### src/rtl/tt_probe_pkg.sv
// Shared types and constants for the truth-table probe.
// Used by truth_table_probe and tt_settle_timer.
package tt_probe_pkg;

  typedef enum logic [1:0] {
    StIdle,
    StSettle,
    StSample,
    StDone
  } state_e;

  localparam int unsigned NumVectors = 8;
  localparam int unsigned CntWidth   = 8;

endpackage

### src/rtl/tt_settle_timer.sv
// Settle countdown: load with SETTLE_CYCLES, decrement while counting,
// and pulse expire on the last counted cycle.
module tt_settle_timer
  import tt_probe_pkg::*;
#(
  parameter int unsigned SETTLE_CYCLES = 4
) (
  input  logic clk,
  input  logic rst,
  input  logic load,
  input  logic count,
  output logic expire
);

  logic [CntWidth-1:0] cnt_q;

  always_ff @(posedge clk or posedge rst) begin
    if (rst) begin
      cnt_q <= '0;
    end else if (load) begin
      cnt_q <= CntWidth'(SETTLE_CYCLES);
    end else if (count && (cnt_q != '0)) begin
      cnt_q <= cnt_q - 1'b1;
    end
  end

  assign expire = count && (cnt_q == CntWidth'(1));

endmodule

### src/rtl/truth_table_probe.sv
// Sweeps all 8 input vectors of a 3-input block and recovers its truth-table code.
// Optional settle-stability check enabled by defining TT_PROBE_SETTLE_CHECK_EN.
module truth_table_probe
  import tt_probe_pkg::*;
#(
  parameter int unsigned SETTLE_CYCLES = 4
) (
  input  logic       clk,
  input  logic       rst,
  input  logic       start,
  output logic       busy,
  output logic       done,
  output logic [7:0] code,
  output logic [7:0] unstable,
  output logic       dut_in1,
  output logic       dut_in2,
  output logic       dut_in3,
  input  logic       dut_out
);

  localparam logic [2:0] LastIdx = 3'(NumVectors - 1);

  state_e     state_q, state_d;
  logic [2:0] idx_q;
  logic [7:0] code_q;
  logic       tmr_load, tmr_count, tmr_expire;
  logic       accept, sampling;

  tt_settle_timer #(
    .SETTLE_CYCLES(SETTLE_CYCLES)
  ) u_timer (
    .clk   (clk),
    .rst   (rst),
    .load  (tmr_load),
    .count (tmr_count),
    .expire(tmr_expire)
  );

  always_comb begin
    state_d   = state_q;
    tmr_load  = 1'b0;
    tmr_count = 1'b0;
    unique case (state_q)
      StIdle: begin
        if (start) begin
          state_d  = StSettle;
          tmr_load = 1'b1;
        end
      end
      StSettle: begin
        tmr_count = 1'b1;
        if (tmr_expire) state_d = StSample;
      end
      StSample: begin
        if (idx_q == LastIdx) begin
          state_d = StDone;
        end else begin
          state_d  = StSettle;
          tmr_load = 1'b1;
        end
      end
      StDone:  state_d = StIdle;
      default: state_d = StIdle;
    endcase
  end

  assign accept   = (state_q == StIdle) && start;
  assign sampling = (state_q == StSample);

  always_ff @(posedge clk or posedge rst) begin
    if (rst) begin
      state_q <= StIdle;
      idx_q   <= '0;
      code_q  <= '0;
    end else begin
      state_q <= state_d;
      if (accept) begin
        idx_q  <= '0;
        code_q <= '0;
      end else if (sampling) begin
        // Vector 000 lands in the MSB, 111 in the LSB.
        code_q[LastIdx - idx_q] <= dut_out;
        if (idx_q != LastIdx) idx_q <= idx_q + 1'b1;
      end
    end
  end

`ifdef TT_PROBE_SETTLE_CHECK_EN
  logic       settle_val_q;
  logic [7:0] unstable_q;

  always_ff @(posedge clk or posedge rst) begin
    if (rst) begin
      settle_val_q <= 1'b0;
      unstable_q   <= '0;
    end else begin
      if (tmr_expire) settle_val_q <= dut_out;
      if (accept) begin
        unstable_q <= '0;
      end else if (sampling && (settle_val_q != dut_out)) begin
        unstable_q[LastIdx - idx_q] <= 1'b1;
      end
    end
  end

  assign unstable = unstable_q;
`else
  assign unstable = 8'h00;
`endif

  always_comb begin
    busy = (state_q != StIdle);
    done = (state_q == StDone);
    code = code_q;
    if ((state_q == StSettle) || (state_q == StSample)) begin
      {dut_in1, dut_in2, dut_in3} = idx_q;
    end else begin
      {dut_in1, dut_in2, dut_in3} = 3'b000;
    end
  end

endmodule

### config.mk
export PLATFORM = sky130hd
export DESIGN_NAME = truth_table_probe
export DESIGN_NICKNAME = d
export VERILOG_FILES = /design/src/rtl/tt_probe_pkg.sv /design/src/rtl/tt_settle_timer.sv /design/src/rtl/truth_table_probe.sv
export SDC_FILE = /design/constraint.sdc
export NUM_CORES = 1
export LEC_CHECK = 0
export BUFFER_PORTS_ARGS = -buffer_cell sky130_fd_sc_hd__clkbuf_2
export CAP_MARGIN = 20
export CORE_UTILIZATION = 54
export DETAILED_ROUTE_END_ITERATION = 10
export PLACE_DENSITY = 0.75
export SKIP_CTS_REPAIR_TIMING = 1
export SLEW_MARGIN = 20
export SYNTH_ARGS = -nofsm -noshare
export SYNTH_HDL_FRONTEND = slang
export SYNTH_SLANG_ARGS = --single-unit
### constraint.sdc
create_clock -name clk -period 2.4 [get_ports clk]
set_clock_uncertainty 0.15 [all_clocks]
set_input_delay 0.6 -clock clk [delete_from_list [all_inputs] [get_ports clk]]
set_output_delay 0.6 -clock clk [all_outputs]
set_load 0.01 [all_outputs]
### Yosys cells after proc, flatten, opt, wreduce, memory -nomap -nowiden

Cells that the tools add are included.

| cells by class | value |
|---|---|
| $add $sub $neg | 3 |
| order comparisons | 2 |
| equal/unequal tests | 8 |
| mux-type cells | 21 |
| reduce and logical (&&, ||, !) cells | 13 |

Operators by type and width:

| operator | number |
|---|---|
| $mux 8 | 4 |
| $mux 3 | 3 |
| $bwmux 8 | 1 |
| $eq 8x1->1 const B | 1 |
| $pmux 2 s4 | 1 |
| $reduce_bool 2->1 | 4 |
| $reduce_bool 8->1 | 1 |
| $sub 8x1->8 const B | 1 |
| $mux 1 | 7 |
| $mux 2 | 3 |
| $eq 2x2->1 const B | 2 |
| $logic_and 1x1->1 | 4 |
| $lt 3x4->1 const B | 1 |
| $ne 2x2->1 const B | 2 |
| $reduce_and 2->1 | 2 |
| $add 3x1->3 const B | 1 |
| $demux 1 s3 | 1 |
| $eq 3x3->1 const B | 1 |
| $ge 3x1->1 const B | 1 |
| $ne 3x3->1 const B | 1 |
| $sub 3x3->3 const A | 1 |
| $eq 2x1->1 const B | 1 |
| $logic_not 2->1 | 1 |
| $pmux 1 s2 | 1 |
| $logic_or 1x1->1 | 1 |

| storage, ports and cells | value |
|---|---|
| register bits | 21 |
| bits of input ports | 4 |
| output and inout port bits | 21 |
| logic and storage cells | 51 |

### Depth between registers and ports, before layout

| logic depth | value |
|---|---|
| depth after elaboration | 8 |
| mapped depth | 7 |

### Cells and area by module

A second synthesis with hierarchy kept.

| second synthesis, totals | value |
|---|---|
| cell total of the unflattened synthesis | 138 |
| area, all modules | 1,371.3 um^2 |

Modules (own cells, without submodules):

| module | instances | cells each | area an instance (um^2) | sequential area each (um^2) |
|---|---|---|---|---|
| truth_table_probe | 1 | 86 | 872.1 | 325.3 |
| tt_settle_timer | 1 | 52 | 499.2 | 200.2 |

### Least setup slack after synthesis

OpenSTA, ideal clock, no wires.

| path | value |
|---|---|
| kind | reg-to-reg |
| start point | register state_q[0] |
| end point | register u_timer.cnt_q[2] |
| data arrival time | 1.523 ns |
| data required time | 2.123 ns |
| setup slack | 0.600 ns |
| stages on the path, launching flop included | 8 |
| buffers on the path | 1 |
| clock period less this slack | 1.800 ns |
| cell sequence | dfrtp_1 inv_1 ha_1 and2b_1 or2_1 clkbuf_1 a21oi_1 o31ai_1 |

| between the ends | value |
|---|---|
| longest elaborated chain between the ends | 4 |
| elaborated cells between the ends (all ways) | 8 |
| those cells by class | eq/ne: 2; mux: 3; reduce/logical: 3 |

Ends and longest elaborated chain:

| what | line | source |
|---|---|---|
| start, declared | truth_table_probe.sv:23 | `state_e state_q, state_d;` |
| start signal, assigned | truth_table_probe.sv:72 | `state_q <= StIdle;` |
| start signal, assigned | truth_table_probe.sv:76 | `state_q <= state_d;` |
| $eq 2x1->1 | truth_table_probe.sv:43 | `unique case (state_q)` |
| $mux 1 | truth_table_probe.sv:43 |  |
| $logic_and 1x1->1 | tt_settle_timer.sv:22 | `end else if (count && (cnt_q != '0)) begin` |
| $reduce_bool 2->1 (no source line) | - |  |
| end signal, assigned | tt_settle_timer.sv:21 | `cnt_q <= CntWidth'(SETTLE_CYCLES);` |
| end signal, assigned | tt_settle_timer.sv:23 | `cnt_q <= cnt_q - 1'b1;` |
| end, declared | tt_settle_timer.sv:15 | `logic [CntWidth-1:0] cnt_q;` |

Several ways; a longest one is shown, not always the timed one.
A chain may end at the register's enable or synchronous reset.

### Worst setup path after layout

| path | value |
|---|---|
| start point | register state_q[0] |
| end point | output port dut_in2 |

| between the ends | value |
|---|---|
| longest elaborated chain between the ends | 3 |
| elaborated cells between the ends (all ways) | 4 |
| those cells by class | eq/ne: 2; mux: 1; reduce/logical: 1 |

Ends and longest elaborated chain:

| what | line | source |
|---|---|---|
| $eq 2x1->1 / $eq 2x2->1 (equally long branches) | truth_table_probe.sv:115 | `if ((state_q == StSettle) \|\| (state_q == StSample)) begin` |
| $logic_or 1x1->1 * | truth_table_probe.sv:115 |  |
| $mux 1 * | truth_table_probe.sv:115 |  |
| end, declared | truth_table_probe.sv:16 | `output logic dut_in2,` |

Mark *: on every way between the ends. The rest lies on a longest branch, timed or not.

==> metrics.md <==
| Metric | Value |
|---|---|
| Maximum clock rate | `0.4475 GHz` |
| Area after DPL | `1333 sq um` |
| Core area | `2212 sq um` |
| Status | `finished, final reports clean` |
| Final hold vios | `0` |
| Vias in the first global route | `859` |
| Seq pwr share | `64.5%` |
| Num CTS Buffers | `3` |
| Commonest non-fill, non-tap cell in the layout | `dfrtp_1` |
| H-Tree Depth | `1` |
| Clock Latency Late Sink | `0.31 ns` |
| Peak VDD IR | `0.3305 mV` |
| Period utilization | `93.11%` |
| Avg Inst Size Synth | `9.477 sq um` |
| Clk slew on worst S/H paths | `0.12 ns` |
| Sw Share | `23.04%` |
| Nets | `162` |
| ANT cells | `0` |
| Least-Margin Pin Slew | `0.7716 ns` |
| Setup TNS | `0 ns` |
| Worst R2R Setup Slack | `0.42 ns` |
| Most area-hungry cell type in the Yosys netlist | `dfrtp_1` |
| Clock root buffer | `clkbuf_4` |
| Worst-case clock buffer depth | `2` |
| Mapped Area | `1270 sq um` |
| Max Cap Viol | `0` |
| Slew headroom | `48.50%` |
| GPL Wtd Cong | `0.8726` |
| Final min period | `2.235 ns` |
| Gate Count Post-Synth | `134` |
| Final cell count without fillers | `176` |
| R2R Path Start | `state_q[0]` |
| Most frequent cells in the layout | `dfrtp_1 (21), nor2_1 (20), clkbuf_2 (16)` |
| Critical Path RT | `1.65 ns` |
| Worst setup endpoint | `dut_in2` |
| Yosys reg bits | `21` |
| Hold WC Path Type | `input port to async pin` |
| DP Cell Count | `172` |
| CP endpoint kind | `output port` |
| Yosys cell types | `30` |
| First-pass GRT wire length | `3726 um` |
| Die W | `50.50 um` |
| PortBufs | `16` |
| CTS tree | `built` |
| Pwr/cell area | `409.6 nW/um^2` |
| Setup ws final | `0.1653 ns` |
| Initial antenna violation count | `0` |
| Share of post-route cells with drive strength above 1 | `14.19%` |
| Drt drc | `0` |
| First-pass iteration count of the detailed router | `5` |
| Final setup viols | `0` |
| Switching Power | `0.1283 mW` |
| 1st-iter DRT viols | `17` |
| Fillers | `197` |
| R2R Path End | `u_timer.cnt_q[2]` |
| Worst Setup Start Kind | `flip-flop` |
| Final HPWL DP | `1670 um` |
| Finished Core Util | `61.43%` |
| Setup CP Type | `flip-flop to output port` |
| Area share of the largest cell type after synthesis | `41.38%` |
| Die area | `2550 sq um` |
| Final slew viol count | `0` |
| Global Route Usage Sum | `19.88%` |
| Pre-CTS setup slack | `0.4426 ns` |
| IO Pins | `25` |
| Clock share of power | `31.0%` |
| Wire length per cell | `12.58 um` |
| Vert. Die Dim | `50.50 um` |
| Setup crit start | `state_q[0]` |
| Hold slack final | `0.2362 ns` |
| Post-layout power | `0.5566 mW` |
| Synth warn | `0` |
| Worst-path maximum fanout | `5` |
| Largest net degree at the start of global routing | `22` |
| Row cnt | `17` |
| Seq/Total Area, Yosys | `41.38%` |
| Top cells by area, synth | `dfrtp_1 (41%), mux2i_1 (9.5%), ha_1 (8.9%), nor2_1 (5.9%), buf_4 (4.7%)` |
| GRT overflow | `0` |
| Routed WL | `2214 um` |
| Sink Count | `21` |
| Initial Utilization | `57.41%` |
| Vias per inst | `5.335` |
| ANT nets after route | `0` |
| Final Cell Area | `1359 sq um` |
| Pint | `0.4284 mW` |
| Routed vias | `939` |
| Area growth syn-to-layout | `6.995%` |
| R2R depth | `6` |
| Critical Path AT | `1.48 ns` |
| RSZ-0062 raised after global routing | `no` |
| Comb power frac | `4.5%` |
| Leak | `0.6290 nW` |
==> registers in the layout (all words and copies together), names as in the netlist <==
| name | cells |
|---|---|
| state_q | 2 |
| idx_q | 3 |
| u_timer.cnt_q | 8 |
| code | 8 |
==> worst min path at each step <==
stage / start / end / slack [ns] / depth (start not counted)
after floorplan: state_q[1] / state_q[1] / 0.37 / 1
after global placement: code[1] / code[1] / 0.35 / 2
final: rst / u_timer.cnt_q[7] / 0.24 / 2
after detailed placement: code[5] / code[5] / 0.36 / 2
after CTS: rst / u_timer.cnt_q[7] / 0.28 / 2
after global routing: rst / code[0] / 0.33 / 2
==> power by group through the flow <==
stage / Sequential [mW] / Combinational (mW) / Clock, mW
2_1_floorplan: 0.367 / 0.0255 / 0
3_3_place_gp: 0.366 / 0.0256 / 0
3_5_place_dp: 0.366 / 0.0262 / 0
4_1_cts: 0.359 / 0.0261 / 0.178
5_1_grt: 0.359 / 0.0297 / 0.193
6_report: 0.359 / 0.0252 / 0.172
==> cells by family after synthesis <==
| logic type | after synthesis | share of synthesized area [%] |
|---|---|---|
| other | 1 | 0.2953 |
| AND/OR/NAND/NOR | 55 | 22.66 |
| flip-flops | 21 | 41.38 |
| AO/OA/AOI/OAI | 13 | 6.995 |
| XOR/XNOR | 3 | 2.069 |
| multiplexers | 12 | 9.459 |
| adder cells (fa/ha/maj) | 9 | 8.867 |
| buffers and inverters | 20 | 8.277 |
==> cell usage after synthesis <==
library cell	count
a211oi_1	1
a211oi_2	1
a21boi_1	1
a21oi_1	4
a31oi_1	2
a32oi_1	1
and2_1	5
and2b_1	1
buf_4	8
clkbuf_1	5
conb_1	1
dfrtp_1	21
ha_1	9
inv_1	7
mux2i_1	12
nand2_1	5
nand2b_1	2
nand3_1	6
nand4_1	2
nand4b_1	2
nor2_1	20
nor3_1	4
nor3b_1	3
nor4_2	1
o21ai_0	1
o31ai_1	2
or2_1	1
or3_1	2
or3b_1	1
xnor2_1	3
==> routing by layer <==
| metal | up-vias | wire length, um | track usage, % |
|---|---|---|---|
| met5 | - | 0 | 0 |
| met1 | 434 | 1112 | 27.20 |
| met2 | 34 | 957 | 28.89 |
| met4 | 0 | 40 | 11.11 |
| met3 | 4 | 103 | 4.545 |
| li1 | 467 | - | - |
==> layout make-up <==
cell class / count / area, sq um / share of cell area (%)
Multi-Input combinational cell: 100 / 665.6 / 48.99
Sequential cell: 21 / 525.5 / 38.67
Timing Repair Buffer: 16 / 80.08 / 5.893
Tap cell: 28 / 35.03 / 2.578
Clock buffer: 4 / 26.28 / 1.934
Inverter: 7 / 26.28 / 1.934
==> critical path, cell delays in order (launching register included) <==
cell and delay [ns]:
dfrtp_1 0.44, inv_1 0.12, ha_1 0.33, and2_1 0.17, clkbuf_2 0.12
(Power assumes the default switching activity.)
